File: src/rtl/cpu_sim_sequencer.sv
// cpu_sim_sequencer: parameterised stimulus for the CPU simulation top.
// Releases the core from reset and drives wait states and timed IRQ/NMI.
// Ends the run on a cycle limit, a fetch from a halt address, or a write
// to a done port, and reports which of the three stopped it.
module cpu_sim_sequencer #(
    parameter int              AW          = 24,
    parameter int              CW          = 32,
    parameter int              CYCLES      = 1000,
    parameter int              RST_CYCLES  = 2,
    parameter int              WAIT_PERIOD = 0,
    parameter int              WAIT_LEN    = 1,
    parameter int              IRQ_AT      = 0,
    parameter int              IRQ_LEN     = 4,
    parameter int              NMI_AT      = 0,
    parameter int              NMI_LEN     = 1,
    parameter int              HALT_EN     = 0,
    parameter logic [AW-1:0]   HALT_ADDR   = '0,
    parameter int              DONE_EN     = 1,
    parameter logic [AW-1:0]   DONE_ADDR   = 24'hFFFFF0
) (
    input  logic          clk,
    input  logic          RST,
    input  logic [AW-1:0] AB,
    input  logic          sync,
    input  logic          WE,
    input  logic [7:0]    DO,
    output logic          cpu_rst,
    output logic          RDY,
    output logic          IRQ,
    output logic          NMI,
    output logic [CW-1:0] cycle_cnt,
    output logic [CW-1:0] instr_cnt,
    output logic          done,
    output logic [1:0]    done_cause,
    output logic [7:0]    done_code
);

    localparam int PW = (WAIT_PERIOD > 1) ? $clog2(WAIT_PERIOD) : 1;
    localparam int HW = (RST_CYCLES > 1) ? $clog2(RST_CYCLES) : 1;

    localparam logic [CW-1:0] LAST_CYC  = CW'(CYCLES - 1);
    localparam logic [HW-1:0] HOLD_LAST = HW'(RST_CYCLES - 1);
    localparam logic [PW-1:0] PH_LAST   = PW'(WAIT_PERIOD - 1);
    localparam logic [PW-1:0] RDY_OFF   = PW'(WAIT_PERIOD - WAIT_LEN);
    localparam logic [CW:0]   IRQ_LO    = (CW+1)'(IRQ_AT);
    localparam logic [CW:0]   IRQ_HI    = (CW+1)'(IRQ_AT + IRQ_LEN);
    localparam logic [CW:0]   NMI_LO    = (CW+1)'(NMI_AT);
    localparam logic [CW:0]   NMI_HI    = (CW+1)'(NMI_AT + NMI_LEN);

    typedef enum logic [1:0] {S_HOLD, S_RUN, S_DONE} state_t;

    state_t        state, n_state;
    logic [HW-1:0] hold_cnt, n_hold_cnt;
    logic [PW-1:0] phase, n_phase;
    logic          n_cpu_rst, n_rdy, n_irq, n_nmi, n_done;
    logic [CW-1:0] n_cycle_cnt, n_instr_cnt, cyc_inc;
    logic [1:0]    n_done_cause;
    logic [7:0]    n_done_code;
    logic          stop_w, stop_h, stop_l;

    // Interrupt windows are expressed against the cycle count the CPU will see
    function automatic logic irq_on(input logic [CW-1:0] c);
        return (IRQ_AT != 0) && ({1'b0, c} >= IRQ_LO) && ({1'b0, c} < IRQ_HI);
    endfunction

    function automatic logic nmi_on(input logic [CW-1:0] c);
        return (NMI_AT != 0) && ({1'b0, c} >= NMI_LO) && ({1'b0, c} < NMI_HI);
    endfunction

    // Wait states occupy the tail of each period so phase 0 is always ready
    function automatic logic rdy_of(input logic [PW-1:0] p);
        return (WAIT_PERIOD == 0) ? 1'b1 : (p < RDY_OFF);
    endfunction

    assign cyc_inc = cycle_cnt + CW'(1);
    assign stop_w  = (DONE_EN != 0) && WE && RDY && (AB == DONE_ADDR);
    assign stop_h  = (HALT_EN != 0) && sync && RDY && (AB == HALT_ADDR);
    assign stop_l  = (cycle_cnt == LAST_CYC);

    // Next-state and next-output logic; every output is computed one cycle ahead
    always_comb begin
        n_state      = state;
        n_hold_cnt   = hold_cnt;
        n_phase      = phase;
        n_cpu_rst    = cpu_rst;
        n_rdy        = RDY;
        n_irq        = IRQ;
        n_nmi        = NMI;
        n_cycle_cnt  = cycle_cnt;
        n_instr_cnt  = instr_cnt;
        n_done       = done;
        n_done_cause = done_cause;
        n_done_code  = done_code;
        if (RST) begin
            n_state      = S_HOLD;
            n_hold_cnt   = '0;
            n_phase      = '0;
            n_cpu_rst    = 1'b1;
            n_rdy        = 1'b1;
            n_irq        = 1'b0;
            n_nmi        = 1'b0;
            n_cycle_cnt  = '0;
            n_instr_cnt  = '0;
            n_done       = 1'b0;
            n_done_cause = 2'd0;
            n_done_code  = 8'h00;
        end else begin
            case (state)
                S_HOLD: begin
                    if (hold_cnt == HOLD_LAST) begin
                        n_state     = S_RUN;
                        n_cpu_rst   = 1'b0;
                        n_phase     = '0;
                        n_cycle_cnt = '0;
                        n_instr_cnt = '0;
                        n_rdy       = rdy_of('0);
                        n_irq       = irq_on('0);
                        n_nmi       = nmi_on('0);
                    end else begin
                        n_hold_cnt = hold_cnt + HW'(1);
                    end
                end
                S_RUN: begin
                    n_cycle_cnt = cyc_inc;
                    if (sync && RDY) n_instr_cnt = instr_cnt + CW'(1);
                    if (stop_w || stop_h || stop_l) begin
                        n_state = S_DONE;
                        n_done  = 1'b1;
                        n_rdy   = 1'b0;
                        n_irq   = 1'b0;
                        n_nmi   = 1'b0;
                        if (stop_w) begin
                            n_done_cause = 2'd3;
                            n_done_code  = DO;
                        end else if (stop_h) begin
                            n_done_cause = 2'd2;
                        end else begin
                            n_done_cause = 2'd1;
                        end
                    end else begin
                        n_phase = ((WAIT_PERIOD == 0) || (phase == PH_LAST)) ? '0 : phase + PW'(1);
                        n_rdy   = rdy_of(n_phase);
                        n_irq   = irq_on(cyc_inc);
                        n_nmi   = nmi_on(cyc_inc);
                    end
                end
                S_DONE: begin
                end
                default: n_state = S_HOLD;
            endcase
        end
    end

    // State and output registers
    always_ff @(posedge clk) begin
        state      <= n_state;
        hold_cnt   <= n_hold_cnt;
        phase      <= n_phase;
        cpu_rst    <= n_cpu_rst;
        RDY        <= n_rdy;
        IRQ        <= n_irq;
        NMI        <= n_nmi;
        cycle_cnt  <= n_cycle_cnt;
        instr_cnt  <= n_instr_cnt;
        done       <= n_done;
        done_cause <= n_done_cause;
        done_code  <= n_done_code;
    end

endmodule
File: config.mk
export PLATFORM = sky130hd
export DESIGN_NAME = cpu_sim_sequencer
export DESIGN_NICKNAME = d
export VERILOG_FILES = /design/src/rtl/cpu_sim_sequencer.sv
export SDC_FILE = /design/constraint.sdc
export NUM_CORES = 1
export LEC_CHECK = 0
export BUFFER_PORTS_ARGS = -buffer_cell sky130_fd_sc_hd__buf_4
export CAP_MARGIN = 20
export CORE_ASPECT_RATIO = 1.2
export CORE_MARGIN = 1
export CORE_UTILIZATION = 54
export CTS_BUF_LIST = sky130_fd_sc_hd__clkbuf_4
export DETAILED_ROUTE_END_ITERATION = 10
export GPL_TIMING_DRIVEN = 0
export MAX_ROUTING_LAYER = met4
export PLACE_DENSITY_LB_ADDON = 0.3
export SLEW_MARGIN = 20
export SYNTH_ARGS = -nofsm -noshare
export SYNTH_HDL_FRONTEND = slang
export SYNTH_SLANG_ARGS = --single-unit
File: constraint.sdc
create_clock -name clk -period 2.3 [get_ports clk]
set_input_delay 0.46 -clock clk [delete_from_list [all_inputs] [get_ports clk]]
set_output_delay 0.46 -clock clk [all_outputs]
set_load 0.005 [all_outputs]
Word level (Yosys, flattened, before mapping)
Index checks and enable logic that the tools add are counted.
Widths: inputs -> output; s select.
{"block": "totals", "register_bits": 81, "elab_cells": 47, "input_bits": 36, "output_inout_bits": 79}
{"block": "op_classes", "n_eq_ne": 7, "n_reduce_logical": 12, "n_addsub": 3, "n_mux": 14, "bitwise_logic": 1}
{"cell": "$pmux 32 s2", "n": 2}
{"cell": "$add 32x1->32 const B", "n": 2}
{"cell": "$mux 32", "n": 2}
{"cell": "$eq 32x10->1 const B", "n": 1}
{"cell": "$eq 24x24->1 const B", "n": 1}
{"cell": "$reduce_and 3->1", "n": 3}
{"cell": "$mux 2", "n": 3}
{"cell": "$ne 2x2->1 const B", "n": 3}
{"cell": "$pmux 2 s3", "n": 1}
{"cell": "$reduce_and 2->1", "n": 3}
{"cell": "$mux 1", "n": 4}
{"cell": "$pmux 1 s2", "n": 2}
{"cell": "$logic_and 1x1->1", "n": 3}
{"cell": "$eq 2x1->1 const B", "n": 1}
{"cell": "$eq 2x2->1 const B", "n": 1}
{"cell": "$logic_not 2->1", "n": 1}
{"cell": "$reduce_bool 2->1", "n": 1}
{"cell": "$add 1x1->1 const B", "n": 1}
{"cell": "$logic_or 1x1->1", "n": 1}
{"cell": "$not 1->1", "n": 1}

Longest topological paths before layout
{"block": "depth", "word_depth": 5, "ltp_mapped": 6, "ltp_nobuf": 5}

Worst setup path after synthesis
Ideal clock, no wire load.
{"block": "synth_timing", "path_kind": "input -> register", "startpoint": "input port AB[0]", "endpoint": "register state[0]", "path_buffers": 1, "setup_slack_ns": 0.320, "t_arrival_ns": 1.850, "setup_ns": 0.130, "required_ns": 2.170, "path_stages": 5, "cell_sequence": "or4b_1 > or4_1 > clkbuf_1 > o21ai_0 > o22ai_1"}
{"block": "synth_via", "elab_chain_len": 5}
{"element": "start, declared", "line": "23", "rtl": "input logic [AW-1:0] AB,"}
{"element": "$eq 24x24->1", "line": "76", "rtl": "assign stop_w = (DONE_EN != 0) && WE && RDY && (AB == DONE_ADDR);"}
{"element": "$logic_and 1x1->1", "line": "76"}
{"element": "$logic_or 1x1->1", "line": "126", "rtl": "if (stop_w || stop_h || stop_l) begin"}
{"element": "$ne 2x2->1 (no source line)"}
{"element": "$reduce_and 3->1 (no source line)"}
{"element": "end signal, assigned", "line": "156", "rtl": "state <= n_state;"}
{"element": "end, declared", "line": "52", "rtl": "state_t state, n_state;"}
Every way passes these cells.
A chain may end at the register's enable or synchronous reset.

Worst setup path in the final report
{"block": "layout_timing", "startpoint": "register cycle_cnt[0]", "endpoint": "register cycle_cnt[22]"}
{"block": "layout_via", "elab_chain_len": 2}
{"element": "start, declared", "line": "31", "rtl": "output logic [CW-1:0] cycle_cnt,"}
{"element": "start signal, assigned", "line": "163", "rtl": "cycle_cnt <= n_cycle_cnt;"}
{"element": "$add 32x1->32", "line": "75", "rtl": "assign cyc_inc = cycle_cnt + CW'(1);"}
{"element": "$pmux 32 s2", "line": "108", "rtl": "case (state)"}
Every way passes these cells.

==> reports/results.txt <==
P&R area growth vs syn - 26.7%
Synth unique cells - 52
CP Capture Type - register
Vias in the first global route - 4043
Net Sw Frac - 0.278
Die H - 96.7 um
Clock skew - 15.0 ps
CTS buffer count - 9
Register area - 1580 um^2
Post-DP HPWL - 8.10 mm
R2R Path End - cycle_cnt[22]$_SDFFE_PP0P_
Worst slew pin tran - 1010 ps
Starting density of the core - 0.558
Req. time, crit path - 2670 ps
Reg clk slew, reported paths - 120 ps
Nets@finish - 651
# port buffers - 112
R2R Setup Slk - 130 ps
Post-synth EDFFs - 0
Worst setup SP type - register
Share of layout cells above drive strength 1 - 0.248
Max_slew headroom - 0.316
H-tree levels - 3
Seq/Total Area, Yosys - 0.392
Final GP Congestion - 0.874
TritonCTS clock tree - yes
Hold Vio Cnt, Final - 0
Routed vias - 4331
Fraction of registers with async set/reset - 0
Setup TNS - 0 ps
Post-Synthesis Mean Instance Area - 8.27 um^2
P_leak - 0.00189 uW
MaxCap Viol Count - 0
Crit Reg-Reg Startpoint - cycle_cnt[0]$_SDFFE_PP0P_
Setup Slack @ Placement - -13.1 ps
Critical Path Slowest Stage Cell - or4_1
Via/cell ratio - 6.12
Global route overflow - 0
Post-route clock period utilization - 0.942
Combinational power share - 0.111
Synth Instances - 488
Internal power - 1700 uW
RSZ-0062 raised after global routing - no
Core Area - 7230 um^2
Ys flop type - dfxtp_1
Sequential power share - 0.592
# setup viols final - 0
Post-route design area - 5120 um^2
IO Count - 115
DP Area - 4990 um^2
HP Class - in2reg
Clk pwr share - 0.297
Post-Route WL - 11.1 mm
Crit Path Max Fanout - 7
Hold_sp - DO[4]
DR iter-0 viols - 189
Net load switching power - 654 uW
Routed Antenna Nets - 0
Crit path kind - reg2reg
Layout fillers - 599
DR pass1 iterations - 5
Hold-fix buffer count after cts - 0
Peak VDD IR - 0.372 mV
Hold endpoint - done_code[4]$_SDFFE_PP0P_
# clock sinks - 79
Minimum clock period - 2170 ps
R2R depth - 5
Longest Clk Path Bufs - 2
Total GRT Usage - 0.302
Crit path largest cell delay - 520 ps
First-pass GRT wire length - 18.2 mm
N_diodes - 0
Status - completed
Commonest non-fill, non-tap cell in the layout - buf_4
Synthesized area - 4040 um^2
DIE WIDTH - 80.9 um
Clk root buf - clkbuf_4
Die area - 7830 um^2
Site Rows - 34
Initial antenna violation count - 0
Worst setup margin - 133 ps
Multi-input logic area - 2300 um^2
Pwr/cell area - 460 nW/um^2
Yosys reg bits - 79
Crit-path cells - ha_1, and4_1, nand4_1, or4_1, a21oi_1
Commonest cells after routing, fill and taps aside - buf_4 (117), dfxtp_1 (79), nand2_1 (43), a21oi_1 (38)
Arr. time, crit path - 2540 ps
Largest net degree at the start of global routing - 13
Max Freq - 461 MHz
Ys Warns - 0
DRC - 0
Clk Latency, worst-skew pair - 440 ps
Fin. max-slew vios - 0
Min Hold Slack - 283 ps
DR WL/cell - 15.7 um
WHS Path Cells - 3
per-layer routing:
metal / up-vias / wire length [um] / GRT usage
met5: - / 0 / -
met4: 0 / 293 / 0.151
met3: 28 / 746 / 0.0387
met2: 188 / 5540 / 0.485
met1: 2019 / 4560 / 0.364
li1: 2096 / - / -
synthesized netlist by cell type, drive strengths merged, types with 2 or more instances:
| cell type | number | area [um^2] |
|---|---|---|
| a2111o | 2 | 22.5 |
| a2111oi | 4 | 41.3 |
| a211oi | 6 | 50.1 |
| a21oi | 38 | 190 |
| a31oi | 2 | 12.5 |
| a41oi | 2 | 17.5 |
| and3 | 7 | 43.8 |
| and4 | 10 | 87.6 |
| buf | 11 | 61.3 |
| clkbuf | 20 | 76.3 |
| dfxtp | 79 | 1580 |
| ha | 2 | 25.0 |
| inv | 7 | 26.3 |
| mux2 | 7 | 78.8 |
| mux2i | 18 | 180 |
| nand2 | 43 | 161 |
| nand2b | 3 | 18.8 |
| nand3 | 22 | 110 |
| nand4 | 35 | 219 |
| nand4b | 2 | 17.5 |
| nor2 | 35 | 131 |
| nor3 | 11 | 55.1 |
| nor3b | 7 | 52.6 |
| nor4 | 11 | 68.8 |
| nor4b | 3 | 26.3 |
| o211ai | 7 | 52.6 |
| o21ai | 22 | 110 |
| o311ai | 3 | 26.3 |
| o31ai | 2 | 15.0 |
| o41ai | 2 | 17.5 |
| or2 | 8 | 50.1 |
| or3 | 31 | 194 |
| or4 | 4 | 30.0 |
| or4b | 2 | 20.0 |
| xnor2 | 8 | 70.1 |
| xor2 | 3 | 26.3 |
how the worst max path moves through the flow:
| stage | start | endpoint | slack, ps | cells after the start |
|---|---|---|---|---|
| 6_report | cycle_cnt[0]$_SDFFE_PP0P_ | cycle_cnt[22]$_SDFFE_PP0P_ | 130 | 5 |
| 5_1_grt | cycle_cnt[0]$_SDFFE_PP0P_ | cycle_cnt[12]$_SDFFE_PP0P_ | 4 | 6 |
| 4_1_cts | cycle_cnt[0]$_SDFFE_PP0P_ | cycle_cnt[22]$_SDFFE_PP0P_ | 80 | 6 |
| 3_5_place_dp | AB[0] | done_code[7]$_SDFFE_PP0P_ | -10 | 6 |
| 3_3_place_gp | AB[0] | done_code[2]$_SDFFE_PP0P_ | 70 | 6 |
| 2_1_floorplan | AB[0] | state[0]$_SDFFE_PP0P_ | 320 | 5 |
registers in the layout (all words and copies together) (netlist names):
name        count
state           2
instr_cnt      32
RDY             1
cpu_rst         1
cycle_cnt      32
done_code       8
done_cause      2
hold_cnt        1
power groups by stage:
stage	Combinational, uW	Clock [uW]	Sequential [uW]
finish	261	701	1390
global route	284	761	1400
CTS	257	696	1390
detailed placement	256	0	1420
global placement	249	0	1420
floorplan	147	0	1420
critical path: cells and delay by family (launching register included):
family / cells / cell delay, ps
compound gates: 1 / 140
fa+ha+maj: 1 / 320
flops: 1 / 460
simple gates: 3 / 1170
stage by stage:
step,cells,power [uW],util
global route,708,2440,0.707
detailed placement,691,1680,0.691
global placement,691,1670,0.691
floorplan,489,1570,-
CTS,709,2350,0.707
finish,708,2360,0.707
timing repair:
item / CTS / global route
gates cloned: 0 / 0
setup buffers: 2 / 0
gates resized for setup: 0 / 2
setup endpoints to repair: 2 / 9
pin swaps: 1 / 0
area by class of cell:
class | instances | area share
plain buffers | 30 | 0.0264
clock buffers | 10 | 0.0147
clock inverters | 6 | 0.00538
inverters | 7 | 0.00514
multi-input cells | 372 | 0.450
flip-flops and latches | 79 | 0.309
well taps | 90 | 0.0220
repair buffers | 114 | 0.167
cells by family after synthesis:
family	share of synthesized area
and+or+nand+nor	0.327
buffers and inverters	0.0406
AOI/OAI and AO/OA	0.145
adders and majority gates	0.00620
DFF	0.392
xor gates and xnor gates	0.0239
muxes	0.0641
other	0.000929
No activity file was read; power rests on OpenSTA's default activity.
